### src/rtl/uart_pkg.sv
// Shared definitions for the oversampling UART receiver: FSM states,
// parity modes and the majority-vote helper.
package uart_pkg;

    typedef enum logic [2:0] {
        ST_IDLE,
        ST_START,
        ST_DATA,
        ST_PARITY,
        ST_STOP,
        ST_BREAK
    } rx_state_t;

    localparam int unsigned PARITY_NONE = 0;
    localparam int unsigned PARITY_ODD  = 1;
    localparam int unsigned PARITY_EVEN = 2;

    function automatic logic maj3(input logic a, input logic b, input logic c);
        return (a & b) | (a & c) | (b & c);
    endfunction

endpackage

### src/rtl/uart_baud_tick.sv
// Free-running oversampling tick generator; one-clk tick every DIV clocks,
// phase realigned by restart.
module uart_baud_tick #(
    parameter int unsigned CLOCK_FREQ = 38400000,
    parameter int unsigned BAUD_RATE  = 9600,
    parameter int unsigned OVERSAMPLE = 16
) (
    input  logic clk,
    input  logic rst,
    input  logic restart,
    output logic tick
);

    localparam int unsigned DIV_RAW = CLOCK_FREQ / (BAUD_RATE * OVERSAMPLE);
    localparam int unsigned DIV     = (DIV_RAW == 0) ? 1 : DIV_RAW;
    localparam int unsigned CW      = (DIV > 1) ? $clog2(DIV) : 1;

    logic [CW-1:0] cnt;

    always_ff @(posedge clk or posedge rst) begin
        if (rst) begin
            cnt  <= '0;
            tick <= 1'b0;
        end else if (restart) begin
            cnt  <= '0;
            tick <= 1'b0;
        end else if (cnt == CW'(DIV - 1)) begin
            cnt  <= '0;
            tick <= 1'b1;
        end else begin
            cnt  <= cnt + CW'(1);
            tick <= 1'b0;
        end
    end

endmodule

### src/rtl/uart_rx_os.sv
// Parametrised oversampling UART receiver with majority-vote sampling,
// frame/parity/break detection and a small output FIFO.
module uart_rx_os
    import uart_pkg::*;
#(
    parameter int unsigned CLOCK_FREQ = 38400000,
    parameter int unsigned BAUD_RATE  = 9600,
    parameter int unsigned OVERSAMPLE = 16,
    parameter int unsigned DATA_BITS  = 8,
    parameter int unsigned PARITY     = 0,
    parameter int unsigned STOP_BITS  = 1,
    parameter int unsigned FIFO_DEPTH = 4
) (
    input  logic                 clk,
    input  logic                 rst,
    input  logic                 soft_reset,
    input  logic                 rx,
    output logic [DATA_BITS-1:0] rx_data,
    output logic                 rx_frame_err,
    output logic                 rx_parity_err,
    output logic                 rx_valid,
    input  logic                 rx_ready,
    output logic                 overrun_err,
    output logic                 break_det
);

    localparam int unsigned OSW = $clog2(OVERSAMPLE);
    localparam int unsigned AW  = $clog2(FIFO_DEPTH);
    localparam int unsigned W   = DATA_BITS + 2;

    localparam logic [OSW-1:0] IDX_LO   = OSW'(OVERSAMPLE / 2 - 1);
    localparam logic [OSW-1:0] IDX_MID  = OSW'(OVERSAMPLE / 2);
    localparam logic [OSW-1:0] IDX_HI   = OSW'(OVERSAMPLE / 2 + 1);
    localparam logic [OSW-1:0] IDX_LAST = OSW'(OVERSAMPLE - 1);

    logic rx_m, rx_s;
    logic tick, restart;
    rx_state_t state, nxt;

    logic [OSW-1:0]       os_cnt;
    logic                 s0, s1, vote, vote_evt;
    logic [DATA_BITS-1:0] shreg;
    logic [3:0]           bit_cnt;
    logic                 par_bit, par_err, frame_acc;
    logic                 push, brk;

    always_ff @(posedge clk or posedge rst) begin
        if (rst) begin
            rx_m <= 1'b1;
            rx_s <= 1'b1;
        end else begin
            rx_m <= rx;
            rx_s <= rx_m;
        end
    end

    uart_baud_tick #(
        .CLOCK_FREQ (CLOCK_FREQ),
        .BAUD_RATE  (BAUD_RATE),
        .OVERSAMPLE (OVERSAMPLE)
    ) u_tick (
        .clk     (clk),
        .rst     (rst),
        .restart (restart),
        .tick    (tick)
    );

    always_ff @(posedge clk or posedge rst) begin
        if (rst)             state <= ST_IDLE;
        else if (soft_reset) state <= ST_IDLE;
        else                 state <= nxt;
    end

    // The vote completes on the tick after mid-bit, once all three samples exist.
    always_comb begin
        nxt      = state;
        restart  = 1'b0;
        push     = 1'b0;
        brk      = 1'b0;
        vote     = maj3(s0, s1, rx_s);
        vote_evt = tick && (os_cnt == IDX_HI);
        par_err  = 1'b0;
        if (PARITY == PARITY_ODD)       par_err = (par_bit == ^shreg);
        else if (PARITY == PARITY_EVEN) par_err = (par_bit != ^shreg);
        case (state)
            ST_IDLE: begin
                if (!rx_s) begin
                    restart = 1'b1;
                    nxt     = ST_START;
                end
            end
            ST_START: begin
                if (vote_evt) nxt = vote ? ST_IDLE : ST_DATA;
            end
            ST_DATA: begin
                if (vote_evt && bit_cnt == 4'(DATA_BITS - 1))
                    nxt = (PARITY != PARITY_NONE) ? ST_PARITY : ST_STOP;
            end
            ST_PARITY: begin
                if (vote_evt) nxt = ST_STOP;
            end
            ST_STOP: begin
                if (vote_evt) begin
                    if (bit_cnt == '0 && !vote && shreg == '0 && !par_bit) begin
                        nxt = ST_BREAK;
                        brk = 1'b1;
                    end else if (bit_cnt == 4'(STOP_BITS - 1)) begin
                        push = 1'b1;
                        nxt  = ST_IDLE;
                    end
                end
            end
            ST_BREAK: begin
                if (rx_s) nxt = ST_IDLE;
            end
            default: nxt = ST_IDLE;
        endcase
    end

    always_ff @(posedge clk or posedge rst) begin
        if (rst) begin
            os_cnt    <= '0;
            s0        <= 1'b1;
            s1        <= 1'b1;
            shreg     <= '0;
            bit_cnt   <= '0;
            par_bit   <= 1'b0;
            frame_acc <= 1'b0;
        end else begin
            if (restart)   os_cnt <= OSW'(1);
            else if (tick) os_cnt <= (os_cnt == IDX_LAST) ? '0 : os_cnt + OSW'(1);
            if (tick && os_cnt == IDX_LO)  s0 <= rx_s;
            if (tick && os_cnt == IDX_MID) s1 <= rx_s;
            if (vote_evt) begin
                case (state)
                    ST_START: begin
                        bit_cnt   <= '0;
                        par_bit   <= 1'b0;
                        frame_acc <= 1'b0;
                    end
                    ST_DATA: begin
                        shreg   <= {vote, shreg[DATA_BITS-1:1]};
                        bit_cnt <= (bit_cnt == 4'(DATA_BITS - 1)) ? '0 : bit_cnt + 4'd1;
                    end
                    ST_PARITY: par_bit <= vote;
                    ST_STOP: begin
                        bit_cnt   <= bit_cnt + 4'd1;
                        frame_acc <= frame_acc | ~vote;
                    end
                    default: ;
                endcase
            end
        end
    end

    always_ff @(posedge clk or posedge rst) begin
        if (rst)             break_det <= 1'b0;
        else if (soft_reset) break_det <= 1'b0;
        else                 break_det <= brk;
    end

    logic [W-1:0] mem [FIFO_DEPTH];
    logic [AW:0]  wr_ptr, rd_ptr;
    logic         empty, full, pop, wr_en;
    logic [W-1:0] head;

    assign empty = (wr_ptr == rd_ptr);
    assign full  = (wr_ptr[AW] != rd_ptr[AW]) && (wr_ptr[AW-1:0] == rd_ptr[AW-1:0]);
    assign pop   = !empty && rx_ready;
    // A full FIFO still accepts a push when the head leaves in the same clk.
    assign wr_en = push && (!full || pop);

    always_ff @(posedge clk or posedge rst) begin
        if (rst) begin
            wr_ptr      <= '0;
            rd_ptr      <= '0;
            overrun_err <= 1'b0;
        end else if (soft_reset) begin
            wr_ptr      <= '0;
            rd_ptr      <= '0;
            overrun_err <= 1'b0;
        end else begin
            if (wr_en) wr_ptr <= wr_ptr + (AW+1)'(1);
            if (pop)   rd_ptr <= rd_ptr + (AW+1)'(1);
            if (push && full && !pop) overrun_err <= 1'b1;
        end
    end

    always_ff @(posedge clk) begin
        if (wr_en && !soft_reset)
            mem[wr_ptr[AW-1:0]] <= {frame_acc | ~vote, par_err, shreg};
    end

    assign head          = mem[rd_ptr[AW-1:0]];
    assign rx_valid      = !empty;
    assign rx_data       = rx_valid ? head[DATA_BITS-1:0] : '0;
    assign rx_parity_err = rx_valid & head[DATA_BITS];
    assign rx_frame_err  = rx_valid & head[DATA_BITS+1];

endmodule

### config.mk
export PLATFORM = sky130hd
export DESIGN_NAME = uart_rx_os
export DESIGN_NICKNAME = d
export VERILOG_FILES = /design/src/rtl/uart_pkg.sv /design/src/rtl/uart_baud_tick.sv /design/src/rtl/uart_rx_os.sv
export SDC_FILE = /design/constraint.sdc
export NUM_CORES = 1
export LEC_CHECK = 0
export ABC_AREA = 1
export CORE_MARGIN = 8
export CORE_UTILIZATION = 30
export DETAILED_ROUTE_END_ITERATION = 10
export SETUP_SLACK_MARGIN = 0.1
export SLEW_MARGIN = 30
export SYNTH_ARGS = -nofsm -noshare
export SYNTH_HDL_FRONTEND = slang
export SYNTH_HIERARCHICAL = 1
export SYNTH_SLANG_ARGS = --single-unit
### constraint.sdc
create_clock -name clk -period 5.3 [get_ports clk]
set_input_delay 1.325 -clock clk [delete_from_list [all_inputs] [get_ports clk]]
set_output_delay 1.325 -clock clk [all_outputs]
set_load 0.01 [all_outputs]
==> results.sh <==
export IMPL_viasPerCell=4.434
export IMPL_num_antenna_cells=0
export IMPL_overflow=0
export IMPL_drt_wl_total_mm=6.894
export IMPL_route_top_layer_used="met4"
export IMPL_grt_pass1_wl_mm=11.88
export IMPL_worstPathRequired_ns=3.97
export IMPL_fin_crit_ns=3.896
export IMPL_max_slew_margin_pct=51.07
export IMPL_peakVddDrop_mv=0.1281
export IMPL_ant_nets=0
export IMPL_hpwl_mm=5.050
export IMPL_cp_start_kind="register"
export IMPL_cpMostUsedCell="nand2_1"
export IMPL_avgSynthCellArea_um2=9.478
export IMPL_rsz0062_at_grt="false"
export IMPL_yosysWarningCount=6
export IMPL_grt_use_total_pct=8.936
export IMPL_ys_types=36
export IMPL_max_freq_mhz=256.7
export IMPL_endpoint_kind="output pin"
export IMPL_cts_buffers=9
export IMPL_cts_root_buf="clkbuf_16"
export IMPL_dieArea_mm2=0.01642
export IMPL_layout_drive_gt1_share_pct=10.19
export IMPL_antenna_found_initial=0
export IMPL_post_place_cells=578
export IMPL_worstSetupPathType="reg2out"
export IMPL_worst_r2r_setup_slack_ns=2.77
export IMPL_syn_cell_area_mm2=0.003772
export IMPL_routabilityCongestion=0.7894
export IMPL_synthCells=398
export IMPL_grt_pass1_vias=2574
export IMPL_status="completed"
export IMPL_maxSlewViolCount=0
export IMPL_crit_buf_inv=3
export IMPL_finalSetupTns_ns=0
export IMPL_cp_slowest_cell="dfrtp_1"
export IMPL_initial_core_util_pct=30.26
export IMPL_ctsResizeCount=0
export IMPL_final_common_cell="nand2_1"
export IMPL_layout_common_cells="74 x nand2_1, 53 x inv_1, 50 x nor2_1"
export IMPL_worstSkewPairLatency_ns=0.33
export IMPL_ys_seq_area_share_pct=56.65
export IMPL_drt_first_pass_iters=7
export IMPL_crit_path_max_incr_delay_ns=0.66
export IMPL_leakagePower_nw=2.052
export IMPL_worst_slack_ns=1.404
export IMPL_cts_htree_levels=3
export IMPL_grt_max_degree=34
export IMPL_cts_tree="yes"
export IMPL_io_buffers=16
export IMPL_setup_viol=0
export IMPL_critPathMaxFanout=21
export IMPL_die_w_um=128.1
export IMPL_rows=41
export IMPL_drc=0
export IMPL_syn2layout_area_growth_pct=16.98
export IMPL_dr_total_vias=2634
export IMPL_dr_wl_met3_um=335
export IMPL_fin_cells=594
export IMPL_drv_cap=0
export IMPL_powerDensity_mw_per_mm2=363.4
export IMPL_worstMarginPinSlew_ns=0.7313
export IMPL_clock_skew_ns=0.01200
export IMPL_post_cts_buffers=0
export IMPL_cp_top_family="buffers and inverters"
export IMPL_clkTransAtPathRegs_ns=0.06
export IMPL_wl_per_cell_um=11.61
export IMPL_ctsHoldBuffers=0
export IMPL_die_h_um=128.1
export IMPL_crit_chain="inv_1 > nand2_1 > nand2_1 > nor2_1 > nand2_1 > nand2_1 > inv_1 > clkdlybuf4s50_1"
export IMPL_pre_cts_ws_ns=1.729
export IMPL_worstHoldPathType="reg2reg"
export IMPL_io_pins=18
export IMPL_wl_met1_mm=3.328
export IMPL_hold_viol=0
export IMPL_core_mm2=0.01247
export IMPL_nets=434
export IMPL_drt_iter0_drc=134
export IMPL_final_min_period_over_clock_period_pct=73.50
export IMPL_routed_wl_met2_mm=3.149
export IMPL_worstPathArrival_ns=2.57
export IMPL_final_area_mm2=0.004413
export IMPL_synth_nets=415
export IMPL_placed_area_mm2=0.004110
export IMPL_clk_path_buf_depth=2
export IMPL_clkSinkCount=78
export IMPL_ys_ff_latch=78
==> kinds of logic after synthesis <==
group / Yosys count / share of synthesized area [%]
AO/OA/AOI/OAI: 56 / 7.993
XOR/XNOR: 7 / 1.625
adder cells (fa/ha/maj): 12 / 3.980
buffers and inverters: 66 / 6.998
flip-flops: 78 / 56.65
multiplexers: 4 / 1.293
other: 1 / 0.09941
AND/OR/NAND/NOR: 174 / 21.36
==> synth_stat cells, drive strengths merged <==
| master | number | area share [%] |
|---|---|---|
| conb | 1 | 0.099 |
| a22oi | 1 | 0.20 |
| a21oi | 5 | 0.66 |
| nand3b | 1 | 0.20 |
| nand3 | 28 | 3.8 |
| nand4 | 6 | 1.4 |
| o21bai | 1 | 0.20 |
| buf | 7 | 1.1 |
| o22ai | 9 | 1.5 |
| or2 | 1 | 0.17 |
| dfrtp | 38 | 25 |
| o21ai | 36 | 4.8 |
| nand2 | 81 | 9.1 |
| xnor2 | 2 | 0.46 |
| a31oi | 4 | 0.66 |
| nor2 | 53 | 5.9 |
| dfstp | 4 | 2.8 |
| ha | 12 | 4.0 |
| edfxtp | 36 | 29 |
| clkbuf | 3 | 0.30 |
| mux2 | 4 | 1.3 |
| nor3 | 4 | 0.83 |
| clkinv | 1 | 0.13 |
| inv | 55 | 5.5 |
| xor2 | 5 | 1.2 |
==> sequential cells by signal (all words and copies together) (netlist names) <==
signal and count:
bit_cnt 4, break_det 1, frame_acc 1, mem 36, os_cnt 4, overrun_err 1
par_bit 1, rd_ptr 3, rx_m 1, rx_s 1, s0 1, s1 1
shreg 8, state 3, u_tick/cnt 8, u_tick/tick 1, wr_ptr 3
==> final cells by class <==
class	instances	area, um^2
multi-input cells	254	1371
flip-flops and latches	78	2137
clock inverters	7	77.57
inverters	56	211.5
well taps	172	215.2
repair buffers	18	175.2
fillers	1236	8053
clock buffers	9	225.2
==> final timing paths <==
kind / cells past startpoint / end / from
max: 8 / rx_data[5] / rd_ptr[0]
min: 0 / rx_s / rx_m
max reg2reg: 7 / mem[1][7] / rd_ptr[0]
min reg2reg: 0 / rx_s / rx_m
max in group asynchronous: 3 / s1 / rst
min in group asynchronous: 2 / u_tick/cnt[1] / rst
==> routing by layer <==
metal  global-route usage (%)  vias up
met1                    11.18     1217
met2                    14.28       65
li1                         -     1342
met3                    2.329       10
met5                        0        -
met4                    3.776        0
==> through the flow <==
stage	hold WS, ns	util [%]	total power, mW
2_1_floorplan	0.3452	-	0.9165
3_3_place_gp	0.3479	32.97	0.9909
3_5_place_dp	0.3468	32.97	0.9991
4_1_cts	0.3552	35.40	1.623
5_1_grt	0.3619	35.40	1.693
6_report	0.3542	35.40	1.604
==> where the power goes <==
group	internal [mW]	leakage [nW]	total [mW]	switching (mW)
registers	0.656	0.956	0.699	0.0439
clock network	0.370	0.147	0.619	0.249
logic	0.112	0.948	0.285	0.173
Power figures use the tool's default switching activity.
